[src/rtl/gpu_pkg.sv]
// Shared GPU definitions: VRAM bus widths and the write-queue FSM state type.
package gpu_pkg;

    localparam int VRAM_ADDR_W = 13;
    localparam int VRAM_DATA_W = 8;

    typedef enum logic [1:0] {
        VWQ_IDLE    = 2'd0,
        VWQ_DRAIN   = 2'd1,
        VWQ_BLOCKED = 2'd2
    } vwq_state_t;

endpackage

[src/rtl/vram_write_queue_fifo.sv]
// Single-clock FIFO with occupancy count; pushes when full and pops when
// empty are ignored so the count can never wrap.
module sync_fifo_m #(
    parameter int DEPTH = 16,
    parameter int WIDTH = 8
) (
    input  logic                   clk,
    input  logic                   rst,
    input  logic                   push,
    input  logic [WIDTH-1:0]       push_data,
    input  logic                   pop,
    output logic [WIDTH-1:0]       pop_data,
    output logic [$clog2(DEPTH):0] level,
    output logic                   full,
    output logic                   empty
);

    localparam int PTR_W = $clog2(DEPTH);
    localparam int LVL_W = PTR_W + 1;

    logic [WIDTH-1:0] mem_q [DEPTH];
    logic [PTR_W-1:0] wr_ptr_q, wr_ptr_d;
    logic [PTR_W-1:0] rd_ptr_q, rd_ptr_d;
    logic [LVL_W-1:0] level_q, level_d;
    logic             push_ok;
    logic             pop_ok;

    assign full     = (level_q == LVL_W'(DEPTH));
    assign empty    = (level_q == '0);
    assign push_ok  = push && !full;
    assign pop_ok   = pop && !empty;
    assign pop_data = mem_q[rd_ptr_q];
    assign level    = level_q;

    // DEPTH is a power of two, so pointer overflow is the modulo wrap.
    always_comb begin
        wr_ptr_d = wr_ptr_q;
        rd_ptr_d = rd_ptr_q;
        level_d  = level_q;
        if (push_ok) begin
            wr_ptr_d = wr_ptr_q + PTR_W'(1);
        end
        if (pop_ok) begin
            rd_ptr_d = rd_ptr_q + PTR_W'(1);
        end
        case ({push_ok, pop_ok})
            2'b10:   level_d = level_q + LVL_W'(1);
            2'b01:   level_d = level_q - LVL_W'(1);
            default: level_d = level_q;
        endcase
    end

    always_ff @(posedge clk) begin
        if (!rst) begin
            wr_ptr_q <= '0;
            rd_ptr_q <= '0;
            level_q  <= '0;
        end else begin
            wr_ptr_q <= wr_ptr_d;
            rd_ptr_q <= rd_ptr_d;
            level_q  <= level_d;
        end
    end

    always_ff @(posedge clk) begin
        if (push_ok) begin
            mem_q[wr_ptr_q] <= push_data;
        end
    end

endmodule

[src/rtl/vram_write_queue.sv]
// Buffers CPU VRAM writes and releases them to the GPU one per cycle, only
// while the video timing reports the writable window.
module vram_write_queue
    import gpu_pkg::*;
#(
    parameter int DEPTH  = 16,
    parameter int ADDR_W = VRAM_ADDR_W,
    parameter int DATA_W = VRAM_DATA_W
) (
    input  logic                   clk,
    input  logic                   rst,
    input  logic                   cpu_valid,
    output logic                   cpu_ready,
    input  logic [ADDR_W-1:0]      cpu_addr,
    input  logic [DATA_W-1:0]      cpu_data,
    input  logic                   writable,
    output logic                   vram_we,
    output logic [ADDR_W-1:0]      vram_address,
    output logic [DATA_W-1:0]      vram_data,
    output logic [$clog2(DEPTH):0] level,
    output logic                   pending,
    output logic                   overflow,
    input  logic                   overflow_clr,
    output vwq_state_t             dbg_state
);

    localparam int LVL_W   = $clog2(DEPTH) + 1;
    localparam int ENTRY_W = ADDR_W + DATA_W;

    // CPU side: a write is taken when cpu_valid && cpu_ready; cpu_ready is
    // derived from the registered level only, so the 6502 never waits on a pop.
    logic               push;
    logic               drop;
    logic               pop;
    logic               fifo_full;
    logic               fifo_empty;
    logic [ENTRY_W-1:0] fifo_rd_data;
    logic [LVL_W-1:0]   level_next;

    vwq_state_t         state_q, state_d;
    logic               vram_we_q, vram_we_d;
    logic [ADDR_W-1:0]  vram_address_q, vram_address_d;
    logic [DATA_W-1:0]  vram_data_q, vram_data_d;
    logic               overflow_q, overflow_d;

    assign cpu_ready = !fifo_full;
    assign push      = cpu_valid && cpu_ready;
    assign drop      = cpu_valid && !cpu_ready;
    assign pop       = writable && !fifo_empty;

    sync_fifo_m #(
        .DEPTH (DEPTH),
        .WIDTH (ENTRY_W)
    ) u_fifo (
        .clk       (clk),
        .rst       (rst),
        .push      (push),
        .push_data ({cpu_addr, cpu_data}),
        .pop       (pop),
        .pop_data  (fifo_rd_data),
        .level     (level),
        .full      (fifo_full),
        .empty     (fifo_empty)
    );

    always_comb begin
        case ({push, pop})
            2'b10:   level_next = level + LVL_W'(1);
            2'b01:   level_next = level - LVL_W'(1);
            default: level_next = level;
        endcase
    end

    // BLOCKED never exits to IDLE: the level cannot fall without writable.
    always_comb begin
        state_d = state_q;
        case (state_q)
            VWQ_IDLE: begin
                if (level != '0) begin
                    state_d = writable ? VWQ_DRAIN : VWQ_BLOCKED;
                end
            end
            VWQ_DRAIN: begin
                if (level_next == '0) begin
                    state_d = VWQ_IDLE;
                end else if (!writable) begin
                    state_d = VWQ_BLOCKED;
                end
            end
            VWQ_BLOCKED: begin
                if (writable) begin
                    state_d = VWQ_DRAIN;
                end
            end
            default: state_d = VWQ_IDLE;
        endcase
    end

    always_comb begin
        vram_we_d      = pop;
        vram_address_d = vram_address_q;
        vram_data_d    = vram_data_q;
        if (pop) begin
            vram_address_d = fifo_rd_data[ENTRY_W-1:DATA_W];
            vram_data_d    = fifo_rd_data[DATA_W-1:0];
        end
        // A drop in the same cycle as a clear wins.
        overflow_d = overflow_q;
        if (drop) begin
            overflow_d = 1'b1;
        end else if (overflow_clr) begin
            overflow_d = 1'b0;
        end
    end

    always_ff @(posedge clk) begin
        if (!rst) begin
            state_q        <= VWQ_IDLE;
            vram_we_q      <= 1'b0;
            vram_address_q <= '0;
            vram_data_q    <= '0;
            overflow_q     <= 1'b0;
        end else begin
            state_q        <= state_d;
            vram_we_q      <= vram_we_d;
            vram_address_q <= vram_address_d;
            vram_data_q    <= vram_data_d;
            overflow_q     <= overflow_d;
        end
    end

    assign vram_we      = vram_we_q;
    assign vram_address = vram_address_q;
    assign vram_data    = vram_data_q;
    assign overflow     = overflow_q;
    assign pending      = (state_q == VWQ_BLOCKED);
    assign dbg_state    = state_q;

endmodule

[config.mk]
export PLATFORM = sky130hd
export DESIGN_NAME = vram_write_queue
export DESIGN_NICKNAME = d
export VERILOG_FILES = /design/src/rtl/gpu_pkg.sv /design/src/rtl/vram_write_queue_fifo.sv /design/src/rtl/vram_write_queue.sv
export SDC_FILE = /design/constraint.sdc
export NUM_CORES = 1
export LEC_CHECK = 0
export BUFFER_PORTS_ARGS = -buffer_cell sky130_fd_sc_hd__buf_2
export CORE_MARGIN = 1.5
export CORE_UTILIZATION = 45
export CTS_BUF_LIST = sky130_fd_sc_hd__clkbuf_16
export CTS_CLUSTER_SIZE = 25
export DETAILED_ROUTE_END_ITERATION = 10
export PLACE_DENSITY = 0.69
export SYNTH_ARGS = -nofsm -noshare
export SYNTH_HDL_FRONTEND = slang
export SYNTH_SLANG_ARGS = --single-unit
[constraint.sdc]
create_clock -name clk -period 4.8 [get_ports clk]
set_input_delay 0.24 -clock clk [delete_from_list [all_inputs] [get_ports clk]]
set_output_delay 0.24 -clock clk [all_outputs]
set_load 0.05 [all_outputs]
==> results.md <==
- After routing, the total negative slack on setup checks comes to 0 ns.
- The average instance area after synthesis is 20.78 um^2.
- The final cycle utilization of the critical path is 61.78%.
- The category of the worst setup path capture point is a flop.
- Leaving out filler cells and counting taps, the final layout contains 1213.
- The portion of total power attributed to the clock network is 34.5%.
- By instance count, the leading cell after synthesis is edfxtp_1.
- Setup repair after global routing left no endpoint under its margin.
- Setup violations remaining at the end of the flow were counted as 0.
- The highest metal layer used by the detailed router is met4.
- The internal power of the cells totals 5.838 mW.
- The number of max-slew violations in the final report is 0.
- After detailed routing, the met2 layer carries 14.37 mm of wire.
- The detailed-routed wire length on met3 is 2.015 mm.
- The detailed router placed 7023 vias in this run.
- The transition time at the pin with the least slew margin is 1.019 ns.
- The worst slew slack as a fraction of its limit is 32.05%.
- The post-CTS setup-driven buffer insertion count is 0.
- Once detailed placement completed, the half-perimeter wirelength came to 16.65 mm.
- In this run, CTS created clock tree buffers numbering 39.
- The layout overhead on the synthesized area is 13.66%.
- The post-detailed-route wirelength per cell is 24.52 um.
- The area enclosed by the die boundary is 33360 um^2.
- The minimum period implied by the final worst setup slack is 2.966 ns.
- Including well taps, the total number of placed cells is 1140.
- The die extent in y is 182.7 um.
- The synthesized netlist occupies a cell area of 14530 um^2.
- Counting every instance in the synthesized netlist gives 699.
- The critical path launch point type is a flop.
- The number of distinct standard cells referenced by the synthesized netlist is 42.
- The layout cell share with drive strength beyond 1 is 31.57%.
- The flow ran to the end, and the final reports show no timing, DRC or antenna violations.
- For this run, the total global-route usage over all layers was measured as 18.47%.
- Between clock sinks in the finished design, the worst skew comes to 0.02711 ns.
- The initialized floorplan defines 65 standard-cell rows.
- The global placement routability congestion is 0.8078.
- For this design the static power due to leakage is 5.295 nW.
- The first detailed-routing pass ran for 4 iterations.
- Timing would allow up to 0.3372 GHz.
- The synthesis warning total is 0.
- Sequential cells burn 48.2% of the power.
- After clock tree synthesis, the clock-pin slew on the worst setup and hold paths is 0.06 ns.
- The floorplan die width is 182.7 um.
- The root buffer selected by CTS is clkbuf_16.
- The net count of the mapped netlist is 735.
- The final routed wirelength across all metal layers is 29.75 mm.
- The DRC violation total after the first TritonRoute iteration is 658.
- The number of top-level design ports is 58.
- The first global-routing pass estimated 45.28 mm of wire.
- The path class of the tightest hold or removal check is input pin to flop.
- Sorting the synthesized cells by area gives the leading types as edfxtp_1 (69%), mux4_2 (13%), dfxtp_1 (5.2%), mux2i_1 (3.0%), o221ai_2 (1.2%).
- The count of cells resized by post-cts repair is 0.
- The detailed-route vias per instance is 5.790.
- The starting utilization of the core area is 45.91%.
- Entering global routing, the biggest net connects 66 pins.
- The combinational fraction of design power is 17.4%.
- Summed over all nets, the switching power comes to 2.235 mW.
- After filler insertion, the fill cell instance count of the layout stands at 2481.
- Net switching is 27.69% of the power.
- By count the netlist is led by edfxtp_1 (336), mux4_2 (84), mux2i_1 (43).
- The max-cap violation count is 0.
- Sequential cells were found to cover 74.70% of the synthesized design area.
- The clock insertion delay at the later pin of the skew report is 0.52 ns.
- After detailed routing, the number of remaining DRC violations is 0.
- The largest total area in the synthesized netlist belongs to edfxtp_1.
- The data required time at the worst endpoint is 5.24 ns.
- The synthesized design contains 374 register bits.
- The number of buffers on the longest clock path is 3.
- The net count of the finished layout is 817.
- For this run, the leading register cell type out of synthesis is edfxtp_1.
- The number of antenna violations at the first check in global routing is 0.
- The count of flip-flops with a built-in enable after synthesis is 336.
- Counting every sink on the clock net gives 374.
- The count of nets left with antenna violations once routing finished came out at 0.
- The power per unit of standard cell area is 489.0 nW/um^2.
- Across the VDD grid, the largest voltage drop is 0.0002658 V.
- The repair_antennas step left the layout with diodes totalling 0.
- Buffers placed on the I/O ports in this run total 57.
- The TritonCTS clock tree is done.
- In this run the standard cell core region covers 31640 um^2.
- The critical path start-end classification is flop to flop.
- The largest fanout on the critical path is 28.
- The data arrival time at the worst-slack endpoint is 3.40 ns.
- CTS built an H-tree with a depth of 2.
- The leftover overflow at the end of global routing is 0.
- The final hold violation count is 0.
- The detailed-route wire length on metal 1 is 12.89 mm.
- The top cell type by area accounts for 69.46% of the synthesized area.
- The via count of the first global-routing pass is 7205.
- Counting flops with an async set or reset pin after synthesis yields a share of 0%.
## registers in the layout, summed over array words and instances (netlist names)
name             count
u_fifo.mem_q       336
vram_address        13
vram_data            8
u_fifo.level         5
u_fifo.rd_ptr_q      4
u_fifo.wr_ptr_q      4
dbg_state            2
overflow             1
vram_we              1
## placed cells by master (no fill, tap or decap), drive strengths merged, types with 6 or more instances in the layout
cell    instances
edfxtp        336
mux4           84
buf            80
mux2i          43
clkbuf         41
dfxtp          38
nand3          27
nor2           24
inv            21
o221ai         21
clkinv         14
ha             10
nand2          10
a21oi           7
xnor2           6
## path summary, 6_finish.rpt
kind              slack [ns]                        end  cells after the start                         start
setup / recovery        1.83  dbg_state[1]$_SDFFE_PN0P_                      9  u_fifo.level[0]$_SDFFE_PN0P_
hold / removal          0.06      overflow$_SDFFE_PN0P_                      3                     cpu_valid
setup reg to reg        1.83  dbg_state[1]$_SDFFE_PN0P_                      9  u_fifo.level[0]$_SDFFE_PN0P_
hold reg to reg         0.48      overflow$_SDFFE_PN0P_                      2         overflow$_SDFFE_PN0P_
## per-layer routing
metal / GRT usage [%] / vias up
met5: 0 / -
met4: 4.860 / 0
met3: 3.313 / 43
met2: 29.54 / 241
met1: 26.38 / 3689
li1: - / 3050
## per-stage QoR
stage / utilization (%) / setup WS (ns) / hold WS, ns / instance area [um^2] / total power, mW
finish: 52.19 / 1.834 / 0.05966 / 16510 / 8.073
global placement: 48.35 / 1.884 / 0.4612 / 15300 / 5.360
CTS: 52.19 / 1.827 / 0.04502 / 16510 / 8.136
global route: 52.19 / 1.540 / 0.07011 / 16510 / 8.381
floorplan: - / 0.6648 / 0.3094 / 14530 / 5.009
detailed placement: 48.35 / 1.866 / 0.4680 / 15300 / 5.371
## power groups by stage
stage	Combinational, mW	Clock, mW	Sequential [mW]
after detailed placement	1.41	0	3.96
after floorplan	0.924	0	4.08
after global routing	1.50	2.97	3.91
after global placement	1.40	0	3.96
final	1.40	2.78	3.89
after CTS	1.41	2.83	3.89
## kinds of logic after synthesis
logic type               count (synthesis)  synth area share, %
adder cells (fa/ha/maj)                 10               0.8614
AO/OA/AOI/OAI                           39                2.550
buffers and inverters                   50                1.955
AND/OR/NAND/NOR                         88                3.282
flip-flops                             374                74.70
XOR/XNOR                                11               0.6633
multiplexers                           127                15.99
## repair_timing
item	CTS	global route
hold buffers	2	0
setup endpoints to repair	0	0
endpoints found under the hold margin	3	0
## critical path, cell delays in order, from the launching register on
cell      delay, ns
dfxtp_1        0.41
inv_1          0.09
ha_1           0.27
or4b_4         0.53
nand2_4        0.40
ha_1           0.33
nor4b_1        0.15
a211oi_1       0.28
o311ai_0       0.23
a31oi_1        0.20
## layout make-up
type	count	area (um^2)	area share (%)
Clock inverter	30	166.4	1.008
Tap cell	402	503.0	3.047
Multi-Input combinational cell	275	3441	20.84
Timing Repair Buffer	82	478.0	2.895
Sequential cell	374	10860	65.78
Inverter	9	36.28	0.2198
Clock buffer	41	1026	6.214
Power figures use the tool's default switching activity.
